--- src/rtl/alu_pkg.sv ---
// Shared ALU opcodes, ALU control bundle and multiply/divide sequencer state encoding.
package alu_pkg;

    localparam logic [3:0] ALU_OP_AND = 4'b0000;
    localparam logic [3:0] ALU_OP_OR  = 4'b0001;
    localparam logic [3:0] ALU_OP_ADD = 4'b0010;
    localparam logic [3:0] ALU_OP_SUB = 4'b0010;  // with invert=1, carry-in=1
    localparam logic [3:0] ALU_OP_SLL = 4'b1001;
    localparam logic [3:0] ALU_OP_SRL = 4'b1010;
    localparam logic [3:0] ALU_OP_SRA = 4'b1011;

    typedef enum logic [1:0] {
        ST_IDLE = 2'd0,
        ST_MUL  = 2'd1,
        ST_DIV  = 2'd2,
        ST_FIN  = 2'd3
    } state_e;

    typedef struct packed {
        logic [3:0] op;
        logic       invert;
        logic       cin;
    } alu_ctl_t;

    localparam alu_ctl_t ALU_CTL_NONE = '{op: 4'b0000,    invert: 1'b0, cin: 1'b0};
    localparam alu_ctl_t ALU_CTL_ADD  = '{op: ALU_OP_ADD, invert: 1'b0, cin: 1'b0};
    localparam alu_ctl_t ALU_CTL_SUB  = '{op: ALU_OP_SUB, invert: 1'b1, cin: 1'b1};

endpackage

--- src/rtl/ALUNBits.sv ---
// N-bit combinational ALU: AND/OR, add/subtract via B-invert and carry-in, logical/arithmetic shifts.
module ALUNBits
    import alu_pkg::*;
#(
    parameter int unsigned N = 8
) (
    input  logic [N-1:0] a_i,
    input  logic [N-1:0] b_i,
    input  logic [3:0]   op_i,
    input  logic         c_i,
    input  logic         invert_i,
    output logic [N-1:0] res_o,
    output logic         c_o
);

    localparam int unsigned SH_W = $clog2(N);

    logic [N-1:0]    b_eff;
    logic [N:0]      sum;
    logic [SH_W-1:0] shamt;

    always_comb begin
        b_eff = invert_i ? ~b_i : b_i;
        sum   = {1'b0, a_i} + {1'b0, b_eff} + (N+1)'(c_i);
        shamt = b_i[SH_W-1:0];
        res_o = '0;
        c_o   = 1'b0;
        case (op_i)
            ALU_OP_AND: res_o = a_i & b_eff;
            ALU_OP_OR:  res_o = a_i | b_eff;
            ALU_OP_ADD: begin
                res_o = sum[N-1:0];
                c_o   = sum[N];
            end
            ALU_OP_SLL: res_o = a_i << shamt;
            ALU_OP_SRL: res_o = a_i >> shamt;
            ALU_OP_SRA: res_o = $unsigned($signed(a_i) >>> shamt);
            default:    res_o = '0;
        endcase
    end

endmodule

--- src/rtl/muldiv_unidad.sv ---
// Standalone multiply/divide unit: sequencer paired with its own N-bit ALU.
module muldiv_unidad
    import alu_pkg::*;
#(
    parameter int unsigned N = 8
) (
    input  logic         clk_i,
    input  logic         rst_i,
    input  logic         start_i,
    input  logic         div_i,
    input  logic [N-1:0] a_i,
    input  logic [N-1:0] b_i,
    output logic         busy_o,
    output logic         done_o,
    output logic         div0_o,
    output logic [N-1:0] hi_o,
    output logic [N-1:0] lo_o
);

    logic [N-1:0] alu_a, alu_b, alu_res;
    logic [3:0]   alu_op;
    logic         alu_cin, alu_inv, alu_cout;

    ALUNBits #(.N(N)) u_alu (
        .a_i      (alu_a),
        .b_i      (alu_b),
        .op_i     (alu_op),
        .c_i      (alu_cin),
        .invert_i (alu_inv),
        .res_o    (alu_res),
        .c_o      (alu_cout)
    );

    alu_secuenciador_muldiv #(.N(N)) u_seq (
        .clk_i        (clk_i),
        .rst_i        (rst_i),
        .start_i      (start_i),
        .div_i        (div_i),
        .a_i          (a_i),
        .b_i          (b_i),
        .alu_a_o      (alu_a),
        .alu_b_o      (alu_b),
        .alu_op_o     (alu_op),
        .alu_c_o      (alu_cin),
        .alu_invert_o (alu_inv),
        .alu_res_i    (alu_res),
        .alu_c_i      (alu_cout),
        .busy_o       (busy_o),
        .done_o       (done_o),
        .div0_o       (div0_o),
        .hi_o         (hi_o),
        .lo_o         (lo_o)
    );

endmodule

--- src/rtl/alu_secuenciador_muldiv.sv ---
// Multi-cycle unsigned multiply / restoring divide controller driving an external shared ALU,
// one add or subtract per cycle; ALU drive outputs are registered from the next-cycle state.
module alu_secuenciador_muldiv
    import alu_pkg::*;
#(
    parameter int unsigned N     = 8,
    parameter int unsigned CNT_W = $clog2(N) + 1
) (
    input  logic         clk_i,
    input  logic         rst_i,
    input  logic         start_i,
    input  logic         div_i,
    input  logic [N-1:0] a_i,
    input  logic [N-1:0] b_i,
    output logic [N-1:0] alu_a_o,
    output logic [N-1:0] alu_b_o,
    output logic [3:0]   alu_op_o,
    output logic         alu_c_o,
    output logic         alu_invert_o,
    input  logic [N-1:0] alu_res_i,
    input  logic         alu_c_i,
    output logic         busy_o,
    output logic         done_o,
    output logic         div0_o,
    output logic [N-1:0] hi_o,
    output logic [N-1:0] lo_o
);

    state_e             state_q, state_d;
    logic [N-1:0]       hi_q, hi_d, lo_q, lo_d, opnd_q, opnd_d;
    logic [CNT_W-1:0]   cnt_q, cnt_d;
    logic               busy_q, busy_d, done_q, done_d, div0_q, div0_d;
    logic [N-1:0]       hi_o_q, hi_o_d, lo_o_q, lo_o_d;
    logic [N-1:0]       alu_a_q, alu_a_d, alu_b_q, alu_b_d;
    alu_ctl_t           alu_ctl_q, alu_ctl_d;

    logic [N-1:0]       s_cur, qs_cur, s_nxt;
    logic               ok;

    always_comb begin
        state_d   = state_q;
        hi_d      = hi_q;
        lo_d      = lo_q;
        opnd_d    = opnd_q;
        cnt_d     = cnt_q;
        div0_d    = div0_q;
        hi_o_d    = hi_o_q;
        lo_o_d    = lo_o_q;
        alu_a_d   = '0;
        alu_b_d   = '0;
        alu_ctl_d = ALU_CTL_NONE;

        // {R,Q} << 1 split into the dropped msb, the new partial remainder S and shifted quotient
        s_cur  = {hi_q[N-2:0], lo_q[N-1]};
        qs_cur = {lo_q[N-2:0], 1'b0};
        ok     = hi_q[N-1] | alu_c_i;

        case (state_q)
            ST_IDLE: begin
                if (start_i) begin
                    cnt_d = CNT_W'(N);
                    hi_d  = '0;
                    if (!div_i) begin
                        opnd_d  = a_i;
                        lo_d    = b_i;
                        state_d = ST_MUL;
                    end else if (b_i != '0) begin
                        opnd_d  = b_i;
                        lo_d    = a_i;
                        state_d = ST_DIV;
                    end else begin
                        cnt_d   = '0;
                        hi_o_d  = a_i;
                        lo_o_d  = '1;
                        div0_d  = 1'b1;
                        state_d = ST_FIN;
                    end
                end
            end
            ST_MUL: begin
                {hi_d, lo_d} = {alu_c_i, alu_res_i, lo_q[N-1:1]};
                cnt_d        = cnt_q - CNT_W'(1);
            end
            ST_DIV: begin
                hi_d  = ok ? alu_res_i : s_cur;
                lo_d  = {qs_cur[N-1:1], ok};
                cnt_d = cnt_q - CNT_W'(1);
            end
            ST_FIN:  state_d = ST_IDLE;
            default: state_d = ST_IDLE;
        endcase

        // last iteration publishes the result together with the FIN transition
        if ((state_q == ST_MUL || state_q == ST_DIV) && cnt_q == CNT_W'(1)) begin
            state_d = ST_FIN;
            hi_o_d  = hi_d;
            lo_o_d  = lo_d;
            div0_d  = 1'b0;
        end

        busy_d = (state_d != ST_IDLE);
        done_d = (state_d == ST_FIN);
        s_nxt  = {hi_d[N-2:0], lo_d[N-1]};

        case (state_d)
            ST_MUL: begin
                alu_a_d   = hi_d;
                alu_b_d   = lo_d[0] ? opnd_d : '0;
                alu_ctl_d = ALU_CTL_ADD;
            end
            ST_DIV: begin
                alu_a_d   = s_nxt;
                alu_b_d   = opnd_d;
                alu_ctl_d = ALU_CTL_SUB;
            end
            default: alu_ctl_d = ALU_CTL_NONE;
        endcase
    end

    always_ff @(posedge clk_i or posedge rst_i) begin
        if (rst_i) begin
            state_q   <= ST_IDLE;
            hi_q      <= '0;
            lo_q      <= '0;
            opnd_q    <= '0;
            cnt_q     <= '0;
            busy_q    <= 1'b0;
            done_q    <= 1'b0;
            div0_q    <= 1'b0;
            hi_o_q    <= '0;
            lo_o_q    <= '0;
            alu_a_q   <= '0;
            alu_b_q   <= '0;
            alu_ctl_q <= ALU_CTL_NONE;
        end else begin
            state_q   <= state_d;
            hi_q      <= hi_d;
            lo_q      <= lo_d;
            opnd_q    <= opnd_d;
            cnt_q     <= cnt_d;
            busy_q    <= busy_d;
            done_q    <= done_d;
            div0_q    <= div0_d;
            hi_o_q    <= hi_o_d;
            lo_o_q    <= lo_o_d;
            alu_a_q   <= alu_a_d;
            alu_b_q   <= alu_b_d;
            alu_ctl_q <= alu_ctl_d;
        end
    end

    assign alu_a_o      = alu_a_q;
    assign alu_b_o      = alu_b_q;
    assign alu_op_o     = alu_ctl_q.op;
    assign alu_invert_o = alu_ctl_q.invert;
    assign alu_c_o      = alu_ctl_q.cin;
    assign busy_o       = busy_q;
    assign done_o       = done_q;
    assign div0_o       = div0_q;
    assign hi_o         = hi_o_q;
    assign lo_o         = lo_o_q;

endmodule
--- config.mk ---
export PLATFORM = sky130hd
export DESIGN_NAME = muldiv_unidad
export DESIGN_NICKNAME = d
export VERILOG_FILES = /design/src/rtl/alu_pkg.sv /design/src/rtl/ALUNBits.sv /design/src/rtl/muldiv_unidad.sv /design/src/rtl/alu_secuenciador_muldiv.sv
export SDC_FILE = /design/constraint.sdc
export NUM_CORES = 1
export LEC_CHECK = 0
export ABC_AREA = 1
export CAP_MARGIN = 40
export CORE_MARGIN = 10
export CORE_UTILIZATION = 30
export CTS_CLUSTER_DIAMETER = 120
export CTS_CLUSTER_SIZE = 10
export DETAILED_ROUTE_END_ITERATION = 8
export PLACE_DENSITY = 0.54
export SYNTH_ARGS = -nofsm -noshare
export SYNTH_HDL_FRONTEND = slang
export SYNTH_HIERARCHICAL = 1
export SYNTH_SLANG_ARGS = --single-unit
export TNS_END_PERCENT = 50
--- constraint.sdc ---
create_clock -name clk_i -period 2.9 [get_ports clk_i]
set_clock_uncertainty 0.1 [all_clocks]
set_input_delay 0.87 -clock clk_i [delete_from_list [all_inputs] [get_ports clk_i]]
set_output_delay 0.87 -clock clk_i [all_outputs]
set_load 0.02 [all_outputs]
==> impl_metrics.ini, run 1 <==
[global_route]
grt.overflow.total = 0
grt_pass1_vias = 4493
grtUsageMet3 = 0.0263
grt_pass1_wl_um = 23700
met1_usage = 0.179
grt_use_total = 0.133
use_met2 = 0.211
grt_max_degree = 68
antenna_found_initial = 0
busiest_layer = met2

[yosys]
yosys.area_share.xor_xnor = 0.0197
synth.area.mux_share = 0
async_reset_ff_frac = 1.00
synth_commonest_cells = 197 x nand2_1, 95 x inv_1, 67 x dfrtp_1
synth_fa_ha_area_frac = 0.0774
ys_types = 43
netlist_area_mm2 = 0.00488
synth.top_cell.area_share = 0.344
ys_warn_count = 6
synth_top_family_by_area = simple AND/OR/NAND/NOR gates
synth_cells = 692
synth_area_leaders = dfrtp_1 34%, nand2_1 15%, inv_1 7.3%
avgSynthCellArea_um2 = 7.05
synth-simple-area-share = 0.318
synth_compound_area_frac = 0.127
synth-edff-count = 0
ys_ff_latch = 67
synthFlopType = dfrtp_1
seq_area_frac_synth = 0.344
yosys.area.top_type = dfrtp_1
yosysMostFrequentCell = nand2_1

[clocking]
clock-root-buffer = clkbuf_16
clk_pin_slew_ns = 0.06
cts-buffers-inserted = 9
cts.sinks = 67
cts_tree = yes
insertion_delay_ns = 0.33
htreeDepth = 3
clockBufferDepth = 2

[route]
wl_um = 14900
drc_errors = 0
detail_route.first_pass.iterations = 5
routed_via_density = 4.81
final_antenna_net_count = 0
wl_per_cell_um = 14.9
route.vias.total = 4793
drtIter0Drc = 448

[floorplanning]
initial_core_util = 0.307
rows = 46
io_pins = 39
die_w_um = 148
coreArea_mm2 = 0.0159
die_area_mm2 = 0.0218
die_h_um = 148

[timing]
fmax_ghz = 0.342
worst_slack_ns = -0.0238
worst_pin_slew_ns = 0.693
drv_slew = 0
setup-tns-final_ns = -0.0383
finalSetupViolCount = 4
hold-worst-slack_ns = 0.418
grt_setup_unrepaired = true
relSlewSlack = 0.538
hold_viol = 0
fin_crit_ns = 2.92
post-route-period-util = 1.01

[final_layout]
regArea_mm2 = 0.00168
antennaDiodeCount = 0
multi_input_area_mm2 = 0.00289
syn2layout_area_growth_pct = 30.0
finalNonFillerCells = 996
final_area_mm2 = 0.00634
nets = 824
drive_gt1_frac = 0.192
fillers = 1688

[worst_setup_path]
cp-end-kind = flop
cp-start-kind = flop
path_class = flop to flop
worstPathArrival_ns = 3.01
worstPathRequired_ns = 2.99
crit_fanout = 5

[hold_path]
hp-class = flop to flop

[placement]
postPlaceCellArea_mm2 = 0.00579
dp_cells = 972
place_congestion = 0.926
hpwl_um = 11400
io_buffers = 38

[outcome]
violations = negative setup slack
run_status = finished with violations

[pwr]
irDropWorstVdd_mv = 0.434
p_leak_uw = 0.00315
power_density_mw_per_mm2 = 867

[job]
cap_viol_max_count = 0
==> worst max-delay path: stages (launching register included) <==
cell and delay (ns):
dfrtp_2 0.45, xnor2_2 0.16, fa_2 0.34, inv_2 0.07, fa_2 0.21, nand2_2 0.06, nand3_2 0.07, nand4_1 0.15
a21oi_4 0.29, nor2_4 0.10, buf_4 0.16, o211ai_1 0.19, nand2_1 0.09, nand2_1 0.09, nand2_2 0.07, nand2_1 0.06
o311ai_0 0.11
==> timing repair <==
| item | 4_1_cts | 5_1_grt |
|---|---|---|
| resized for setup | 2 | 50 |
| hold buffers | 0 | 0 |
| gates cloned | 0 | 1 |
| setup buffers | 1 | 6 |
| endpoints found under the setup margin | 16 | 30 |
| pin swaps | 2 | 18 |
==> placed cells by master, fill, tap and decap left out, drive strengths merged <==
cell / n
a2111oi: 1
a21oi: 35
a221oi: 8
a22oi: 1
and2: 1
buf: 59
clkbuf: 9
clkdlybuf4s50: 38
clkinv: 3
clkinvlp: 2
conb: 3
dfrtp: 67
fa: 2
ha: 27
inv: 102
nand2: 203
nand3: 66
nand3b: 2
nand4: 12
nor2: 55
nor3: 5
nor3b: 1
o2111ai: 1
o211ai: 8
o21ai: 36
o22ai: 11
o311ai: 2
or2: 9
xnor2: 9
xor2: 2
==> final timing paths <==
| check | startpoint | endpoint | slack (ns) | depth (start not counted) |
|---|---|---|---|---|
| hold / removal | u_seq/opnd_q[4]$_DFF_PP0_ | u_seq/opnd_q[4]$_DFF_PP0_ | 0.42 | 2 |
| max in group asynchronous | rst_i | u_seq/alu_c_o$_DFF_PP0_ | 1.57 | 3 |
| hold reg to reg | u_seq/opnd_q[4]$_DFF_PP0_ | u_seq/opnd_q[4]$_DFF_PP0_ | 0.42 | 2 |
| min in group asynchronous | rst_i | u_seq/busy_o$_DFF_PP0_ | 0.83 | 3 |
| setup / recovery | u_seq/alu_c_o$_DFF_PP0_ | u_seq/hi_o[7]$_DFFE_PP0P_ | -0.02 | 16 |
| setup reg to reg | u_seq/alu_c_o$_DFF_PP0_ | u_seq/hi_o[7]$_DFFE_PP0P_ | -0.02 | 16 |
==> state kept, by name, summed over array words and instances, names as in the netlist, 2 cells and up <==
| signal | cells |
|---|---|
| u_seq/alu_a_o | 8 |
| u_seq/alu_b_o | 8 |
| u_seq/hi_o | 8 |
| u_seq/hi_q | 8 |
| u_seq/lo_o | 8 |
| u_seq/lo_q | 8 |
| u_seq/opnd_q | 8 |
| u_seq/cnt_q | 4 |
| u_seq/state_q | 2 |
==> power breakdown <==
| part | switching (uW) | internal (uW) |
|---|---|---|
| registers | 216 | 1270 |
| clock network | 430 | 584 |
| logic | 1790 | 1210 |
==> final cells by class <==
class / instances / share of cell area
multi-input combinational: 500 / 0.455
sequential: 67 / 0.264
timing repair buffer: 97 / 0.135
inverter: 100 / 0.0592
tap: 216 / 0.0426
clock buffer: 9 / 0.0355
clock inverter: 7 / 0.00809
==> metal layers <==
| layer | share of wire | vias to the layer above | wire length (um) |
|---|---|---|---|
| li1 | - | 2390 | - |
| met1 | 0.47 | 2255 | 6980 |
| met3 | 0.052 | 14 | 768 |
| met2 | 0.47 | 134 | 6950 |
| met5 | 0 | - | 0 |
| met4 | 0.012 | 0 | 178 |
==> through the flow <==
step	worst slack, ns	total power [uW]	util
detailed placement	-0.105	4300	0.364
finish	-0.0238	5500	0.399
global placement	-0.0627	4300	0.364
floorplan	0.0142	3190	-
global route	-0.176	5960	0.399
CTS	-0.0260	5350	0.383
==> cells by family after synthesis <==
kind of cell	count (synthesis)
simple gates	353
buf+inv	128
compound gates	103
flops	67
fa+ha+maj	29
xor+xnor	11
other cells	1
No activity file was read; power rests on OpenSTA's default activity.
==> run 2: changes to the inputs <==
- CAP_MARGIN: 40 -> 20
- CORE_MARGIN: 10 -> not set
==> run 2 against run 1 <==
- the flow now finishes without violations
- setup slack better by 0.086 ns
- via count increased by 2.4%
- first-iteration DRC count rose by 25%
- sequential cell count unchanged
- sequential share of layout area up 0.084 points
- total power grew 0.65%
- worst hold slack worse by 0.019 ns
- highest routed layer unchanged
- sequential power is essentially flat
- register-to-register slack gained 0.09 ns
==> impl_metrics.ini, run 2 (synthesis results as in run 1) <==
[placement]
hpwl_um = 11300
place_ws_ns = -0.0712
io_buffers = 38
place_congestion = 0.889

[timing]
hold_viol = 0
fmax_ghz = 0.352
drv_slew = 0
grt_setup_unrepaired = true
post-route-period-util = 0.979
setup-tns-final_ns = 0
fin_crit_ns = 2.84
worst_slack_ns = 0.0620
worst_pin_slew_ns = 0.670
relSlewSlack = 0.553
finalSetupViolCount = 0

[clocking]
htreeDepth = 3
cts.sinks = 67
clockBufferDepth = 2
insertion_delay_ns = 0.33
cts-buffers-inserted = 9
cts_tree = yes
clock-root-buffer = clkbuf_16
clk_pin_slew_ns = 0.06

[route]
final_antenna_net_count = 0
drc_errors = 0
wl_per_cell_um = 14.8
route.vias.total = 4908
drtIter0Drc = 559
wl_um = 14800
detail_route.first_pass.iterations = 6
routed_via_density = 4.91

[floorplanning]
rows = 46
io_pins = 39
coreArea_mm2 = 0.0159
die_h_um = 130
die_area_mm2 = 0.0168
initial_core_util = 0.307
die_w_um = 130

[final_layout]
final_cell_mix = 194 x nand2_1, 92 x inv_1, 66 x dfrtp_1, 59 x buf_4, 58 x nand3_1
syn2layout_area_growth_pct = 29.6
final_common_cell = nand2_1
nets = 828
antennaDiodeCount = 0
drive_gt1_frac = 0.185

[pwr]
p_leak_uw = 0.00318
combinationalPowerShare = 0.536
p_int_uw = 3130
irDropWorstVdd_mv = 0.475
power_density_mw_per_mm2 = 875
power_uw = 5540
sw_frac_of_total = 0.435
switching_power_uw = 2410
p_clk_frac = 0.194
pwr-share-seq = 0.270

[global_route]
grt_max_degree = 27
grt_pass1_wl_um = 23700
grt.overflow.total = 0
antenna_found_initial = 0
grt_use_total = 0.184
grt_pass1_vias = 4572

[worst_setup_path]
worstPathRequired_ns = 3.06
cp-start-kind = flop
crit_fanout = 8
cp-end-kind = flop
path_class = flop to flop
worstPathArrival_ns = 2.99

[hold_path]
hp-class = flop to flop

[outcome]
run_status = completed

[job]
cap_viol_max_count = 0
[run 2: cell types whose count changed in the layout (fill, tap and decap cells not counted), sizes merged]
cell    before  now
buf         59   64
inv        102   99
clkinv       3    5
bufinv       0    1
nor2        55   54
[run 2: metal layers]
layer,track usage,part of all wire
met1,0.260,0.47
met4,0.0622,0.025
met2,0.287,0.45
met5,0,0
met3,0.0273,0.059
[run 2: area by class of cell]
| cell class | instances | area [um2] |
|---|---|---|
| inverters | 100 | 375 |
| repair buffers | 102 | 897 |
| flip-flops and latches | 67 | 1680 |
| clock buffers | 9 | 225 |
| clock inverters | 7 | 68.8 |
| multi-input cells | 499 | 2810 |
| well taps | 216 | 270 |
| fillers | 1660 | 9560 |
[run 2: what timing repair did]
item	CTS	global route
setup endpoints to repair	21	28
buffers inserted	3	3
gates resized for setup	4	35
hold buffers	0	0
pin swaps	1	14
[run 2: power by group through the flow]
stage / Clock, uW / Sequential [uW] / Combinational [uW]
detailed placement: 0 / 1500 / 2810
floorplan: 0 / 1570 / 1620
global route: 1140 / 1520 / 3310
finish: 1070 / 1500 / 2970
CTS: 1100 / 1490 / 2850
global placement: 0 / 1500 / 2820
[run 2: metrics by stage]
| stage | hold WS (ns) | util | instances | area [um2] |
|---|---|---|---|---|
| final | 0.398 | 0.398 | 1000 | 6320 |
| after global routing | 0.435 | 0.398 | 1000 | 6320 |
| after CTS | 0.399 | 0.388 | 997 | 6170 |
| after detailed placement | 0.382 | 0.367 | 978 | 5830 |
| after global placement | 0.387 | 0.367 | 978 | 5830 |
| after floorplan | 0.351 | - | 694 | 4900 |
[run 2: path summary, 6_finish.rpt]
| path | startpoint | to | slack [ns] | cells past startpoint |
|---|---|---|---|---|
| min in group asynchronous | rst_i | u_seq/done_o$_DFF_PP0_ | 0.78 | 2 |
| worst min register to register | u_seq/hi_o[0]$_DFFE_PP0P_ | u_seq/hi_o[0]$_DFFE_PP0P_ | 0.40 | 2 |
| max in group asynchronous | rst_i | u_seq/alu_c_o$_DFF_PP0_ | 1.41 | 3 |
| worst max register to register | u_seq/alu_c_o$_DFF_PP0_ | u_seq/hi_o[5]$_DFFE_PP0P_ | 0.06 | 18 |
| worst max-delay path | u_seq/alu_c_o$_DFF_PP0_ | u_seq/hi_o[5]$_DFFE_PP0P_ | 0.06 | 18 |
| worst min-delay path | u_seq/hi_o[0]$_DFFE_PP0P_ | u_seq/hi_o[0]$_DFFE_PP0P_ | 0.40 | 2 |
[run 2: critical path, cell delays in order (launching register included)]
cell and delay [ns]:
dfrtp_2 0.45, buf_6 0.14, xnor2_2 0.12, ha_1 0.37
nand2_1 0.09, inv_2 0.06, nand2_1 0.05, nand3_2 0.07
nand4_1 0.11, a21oi_2 0.24, nor2_4 0.06, buf_4 0.16
nand2_1 0.05, o211ai_1 0.08, o21ai_1 0.11, nand2_1 0.11
o21ai_4 0.11, nand2_1 0.13, a21oi_2 0.15
==> run 3: changes to the inputs <==
- CTS_BUF_LIST: not set -> sky130_fd_sc_hd__clkbuf_8 sky130_fd_sc_hd__clkbuf_16
==> results of run 3 <==
Same layout as run 2: the final DEF is identical, and so are final timing and power.
